[src/rtl/pipe_ctrl.sv]
// Pipeline control: per-stage enables/bubble flushes, memory-wait FSM with timeout error.
// Optional performance counters are built when PIPE_CTRL_PERF_EN is defined.
module pipe_ctrl #(
  parameter int TIMEOUT = 16,
  parameter int CNT_W   = 32
) (
  input  logic             clk,
  input  logic             rst,
  input  logic             hdu_stall,
  input  logic             hdu_flush,
  input  logic             br_taken_ex,
  input  logic             dmem_req,
  input  logic             dmem_ready,
  output logic             en_pc,
  output logic             en_if_id,
  output logic             en_id_ex,
  output logic             en_ex_mem,
  output logic             en_mem_wb,
  output logic             flush_if_id,
  output logic             flush_id_ex,
  output logic             mem_timeout,
  output logic [CNT_W-1:0] stall_cnt,
  output logic [CNT_W-1:0] flush_cnt
);

  localparam int WAIT_W = $clog2(TIMEOUT + 1);

  typedef enum logic [1:0] {RUN, MEM_WAIT, ERR} state_t;

  state_t              state_q, state_d;
  logic [WAIT_W-1:0]   wait_cnt_q, wait_cnt_d;
  logic                mem_timeout_q, mem_timeout_d;
  logic                freeze;
  logic                mem_stall;
  logic [4:0]          core_en;
  logic [1:0]          core_fl;

  assign mem_stall = dmem_req & ~dmem_ready;
  assign freeze    = (state_q == ERR) | mem_stall;

  // Enables/flushes ignoring reset; reset override is applied at the ports.
  always_comb begin
    core_en = 5'b11111;
    core_fl = 2'b00;
    if (freeze) begin
      core_en = 5'b00000;
    end else if (br_taken_ex) begin
      core_fl = 2'b11;
    end else if (hdu_stall | hdu_flush) begin
      core_en = 5'b00111;
      core_fl = 2'b01;
    end
  end

  assign en_pc       = ~rst & core_en[4];
  assign en_if_id    = ~rst & core_en[3];
  assign en_id_ex    = ~rst & core_en[2];
  assign en_ex_mem   = ~rst & core_en[1];
  assign en_mem_wb   = ~rst & core_en[0];
  assign flush_if_id = rst | core_fl[1];
  assign flush_id_ex = rst | core_fl[0];
  assign mem_timeout = mem_timeout_q;

  always_comb begin
    state_d    = state_q;
    wait_cnt_d = wait_cnt_q;
    case (state_q)
      RUN: begin
        if (mem_stall) begin
          state_d    = MEM_WAIT;
          wait_cnt_d = WAIT_W'(1);
        end
      end
      MEM_WAIT: begin
        if (dmem_ready | ~dmem_req) begin
          state_d    = RUN;
          wait_cnt_d = '0;
        end else begin
          wait_cnt_d = wait_cnt_q + WAIT_W'(1);
          if (wait_cnt_q == WAIT_W'(TIMEOUT - 1)) begin
            state_d = ERR;
          end
        end
      end
      ERR: begin
        state_d = ERR;
      end
      default: begin
        state_d    = RUN;
        wait_cnt_d = '0;
      end
    endcase
    mem_timeout_d = (state_d == ERR);
  end

  always_ff @(posedge clk or posedge rst) begin
    if (rst) begin
      state_q       <= RUN;
      wait_cnt_q    <= '0;
      mem_timeout_q <= 1'b0;
    end else begin
      state_q       <= state_d;
      wait_cnt_q    <= wait_cnt_d;
      mem_timeout_q <= mem_timeout_d;
    end
  end

`ifdef PIPE_CTRL_PERF_EN
  logic [CNT_W-1:0] stall_cnt_q, stall_cnt_d;
  logic [CNT_W-1:0] flush_cnt_q, flush_cnt_d;

  // Both counters saturate at all-ones.
  always_comb begin
    stall_cnt_d = stall_cnt_q;
    flush_cnt_d = flush_cnt_q;
    if (!core_en[4] && (stall_cnt_q != '1)) begin
      stall_cnt_d = stall_cnt_q + CNT_W'(1);
    end
    if (br_taken_ex && !freeze && (flush_cnt_q != '1)) begin
      flush_cnt_d = flush_cnt_q + CNT_W'(1);
    end
  end

  always_ff @(posedge clk or posedge rst) begin
    if (rst) begin
      stall_cnt_q <= '0;
      flush_cnt_q <= '0;
    end else begin
      stall_cnt_q <= stall_cnt_d;
      flush_cnt_q <= flush_cnt_d;
    end
  end

  assign stall_cnt = stall_cnt_q;
  assign flush_cnt = flush_cnt_q;
`else
  assign stall_cnt = '0;
  assign flush_cnt = '0;
`endif

endmodule

[config.mk]
export PLATFORM = sky130hd
export DESIGN_NAME = pipe_ctrl
export DESIGN_NICKNAME = d
export VERILOG_FILES = /design/src/rtl/pipe_ctrl.sv
export SDC_FILE = /design/constraint.sdc
export NUM_CORES = 1
export LEC_CHECK = 0
export CAP_MARGIN = 20
export CORE_MARGIN = 4
export CORE_UTILIZATION = 32
export CTS_CLUSTER_DIAMETER = 120
export DETAILED_ROUTE_END_ITERATION = 8
export HOLD_SLACK_MARGIN = 0.03
export PLACE_DENSITY = 0.8
export SYNTH_ARGS = -nofsm -noshare
export SYNTH_HDL_FRONTEND = slang
export SYNTH_SLANG_ARGS = --single-unit
[constraint.sdc]
create_clock -name clk -period 1.5 [get_ports clk]
set_input_delay 0.3 -clock clk [delete_from_list [all_inputs] [get_ports clk]]
set_output_delay 0.3 -clock clk [all_outputs]
set_load 0.005 [all_outputs]
==> run_results.csv <==
group,metric,value,unit
clock_network,cts.sinks,8,
critical_path,crit_path_max_fanout,4,
pwr,ir_drop,418.4,uV
timing,min_period,1.525,ns
clock_network,worstSkewPairLatency,0.26,ns
logic_synthesis,synth-seq-cells,8,
critical_path,start_kind,"flip-flop",
global_routing,grt_max_degree,9,
clock_network,cts_max_path_buffers,2,
floorplanning,pin_count,79,
critical_path,worstSetupPathType,"reg -> out",
logic_synthesis,synth_ff_type,"dfrtp_1",
timing,fin_crit_sh,101.7,%
routing,wl,1554,um
critical_path,r2r-start,"state_q[0]",
logic_synthesis,synth-async-reset-ratio,100.0,%
logic_synthesis,synth_area,934.6,um^2
critical_path,endpoint_kind,"primary output",
logic_synthesis,yosysTopAreaCell,"buf_4",
timing,skew,0.007421,ns
global_routing,grt_usage,7.282,%
timing,worst_slack,-0.02532,ns
place,hpwl,1277,um
floorplanning,row_count,19,
critical_path,r2r_slack,0.09,ns
place,dp_cells,159,
timing,hold_violations,0,
pwr,swShare,30.82,%
routing,vias_per_cell,3.570,
clock_network,clk_pin_slew,0.06,ns
routing,ant_nets,0,
logic_synthesis,syn_inst,108,
worst_hold_path,min_path_type,"in -> async",
status,violations,"negative setup slack",
clock_network,cts-htree-levels,1,
global_routing,use_met3,4.339,%
pwr,p_clk_share,31.7,%
status,status,"finished with violations",
timing,fmax,655.6,MHz
critical_path,reg2reg_depth,5,
routing,avgRoutedWirePerCell,9.418,um
floorplanning,dieArea,0.003850,mm^2
place,portBuffers,14,
clock_network,cts_tree,"built",
layout,diodes,0,
clock_network,cts_root_buffer,"clkbuf_4",
run,max_cap_violations,0,
logic_synthesis,synth_warnings,0,
logic_synthesis,synth_edf_count,0,
logic_synthesis,ys_types,25,
pwr,power_leakage,0.5866,nW
global_routing,met1_usage,7.606,%
routing,first_pass_iters,3,
pwr,p_int,372.1,uW
layout,layout_common_cells,"conb_1 (64), buf_4 (11), dfrtp_1 (8)",
logic_synthesis,synth_top_area_share,53.82,%
clock_network,cts_hold_buffers,0,
routing,drtIter0Drc,2,
timing,whs,0.2434,ns
layout,drive_gt1_share,20.90,%
logic_synthesis,yosysSeqAreaShare,21.42,%
logic_synthesis,avgSynthCellArea,8.654,um^2
floorplanning,die_width,62.05,um
layout,fin_nets,145,
critical_path,critical_path_required,1.20,ns
pwr,p_per_area,553.9,mW/mm^2
timing,rsz0062_at_grt,"yes",
pwr,p_sw,165.8,uW
routing,vias,589,
critical_path,crit_start,"state_q[0]",
timing,finalSetupViolations,2,
layout,stdcell_count,165,
place,globalplace.congestion,0.7472,
floorplanning,chipHeight,62.05,um
critical_path,worstReg2RegEnd,"wait_cnt_q[2]",
global_routing,met2_usage,11.09,%
routing,route.detailed.drc,0,
pwr,seqPwrFrac,42.8,%
layout,syn2layout_area_growth,3.882,%
timing,slew_viol_final,0,
global_routing,grt_pass1_vias,446,
layout,layout_commonest_cell,"conb_1",
floorplanning,start_util,33.60,%
global_routing,grt_overflow_total,0,
global_routing,grt_pass1_wl,1932,um
pwr,power_frac_comb,25.5,%
clock_network,cts_buffers,3,
critical_path,cp.arrival,1.23,ns
floorplanning,core_region_area,0.002781,mm^2
logic_synthesis,yosys-top-cells-area,"buf_4 (54%), dfrtp_1 (21%), ha_1 (2.7%), nor2b_1 (2.0%), and4bb_4 (1.7%)",
global_routing,antenna_found_initial,0,
global_routing,globalRoute.busiestLayer,"met2",
worst max-delay path, stage by stage (launching register included):
cell,delay [ns]
dfrtp_1,0.40
nor2b_4,0.18
nor3_4,0.06
buf_6,0.11
buf_6,0.11
buf_6,0.10
area by class of cell:
cell class | instances | area (um^2)
Sequential cell | 8 | 200.2
Fill cell | 305 | 1810
Clock buffer | 3 | 22.52
Tap cell | 31 | 38.79
Inverter | 3 | 11.26
Multi-Input combinational cell | 93 | 483.0
Timing Repair Buffer | 27 | 215.2
kinds of logic (layout without fill, tap and decap cells):
kind of cell | Yosys count | count (layout) | share of synthesized area (%)
flops | 8 | 8 | 21.42
compound gates | 10 | 10 | 8.166
mux | 1 | 1 | 1.071
simple gates | 15 | 15 | 10.31
xor+xnor | 1 | 1 | 0.9373
other cells | 1 | 64 | 0.4012
buf+inv | 70 | 33 | 55.02
fa+ha+maj | 2 | 2 | 2.677
per-layer routing:
metal  part of all wire [%]  routed length (um)
met3                     18                 287
met5                      0                   0
met4                    1.1                  17
met2                     49                 762
met1                     31                 486
worst max-delay path by stage:
| stage | endpoint | slack (ns) | depth (start not counted) |
|---|---|---|---|
| final | en_ex_mem | -0.03 | 5 |
| after global routing | en_mem_wb | -0.10 | 5 |
| after CTS | en_ex_mem | -0.05 | 5 |
| after detailed placement | en_if_id | -0.65 | 5 |
| after global placement | en_if_id | -0.56 | 5 |
| after floorplan | en_pc | 0.02 | 4 |
registers in the layout, summed over array words and instances, names as in the netlist:
signal,cells
mem_timeout,1
wait_cnt_q,5
state_q,2
metrics by stage:
step / total power, mW / utilization, % / TNS, ns / instance area [um^2] / setup slack (ns)
floorplan: 0.4273 / - / 0 / 1171 / 0.01998
global placement: 0.3639 / 33.15 / -4.445 / 922.1 / -0.5562
detailed placement: 0.3666 / 33.15 / -5.139 / 922.1 / -0.6547
CTS: 0.5372 / 34.28 / -0.1141 / 953.4 / -0.04654
global route: 0.5847 / 34.91 / -0.4645 / 970.9 / -0.1029
finish: 0.5378 / 34.91 / -0.05007 / 970.9 / -0.02532
power by group through the flow:
stage          logic (mW)  registers [mW]  clock network [mW]
3_3_place_gp        0.131           0.233                   0
4_1_cts             0.129           0.230               0.179
6_report            0.137           0.230               0.170
5_1_grt             0.162           0.231               0.192
3_5_place_dp        0.134           0.233                   0
2_1_floorplan       0.195           0.233                   0
timing repair:
| action | in CTS | in global routing |
|---|---|---|
| pin swaps | 2 | 0 |
| setup endpoints to repair | 7 | 7 |
| resized for setup | 42 | 2 |
| setup buffers | 2 | 1 |
cells in the mapped netlist, drive strengths merged (2+ instances only):
cell type  count
buf           67
dfrtp          8
inv            3
nor2b          3
a21o           2
ha             2
nand2          2
nor2           2
nor3           2
o31ai          2
(Power assumes the default switching activity.)
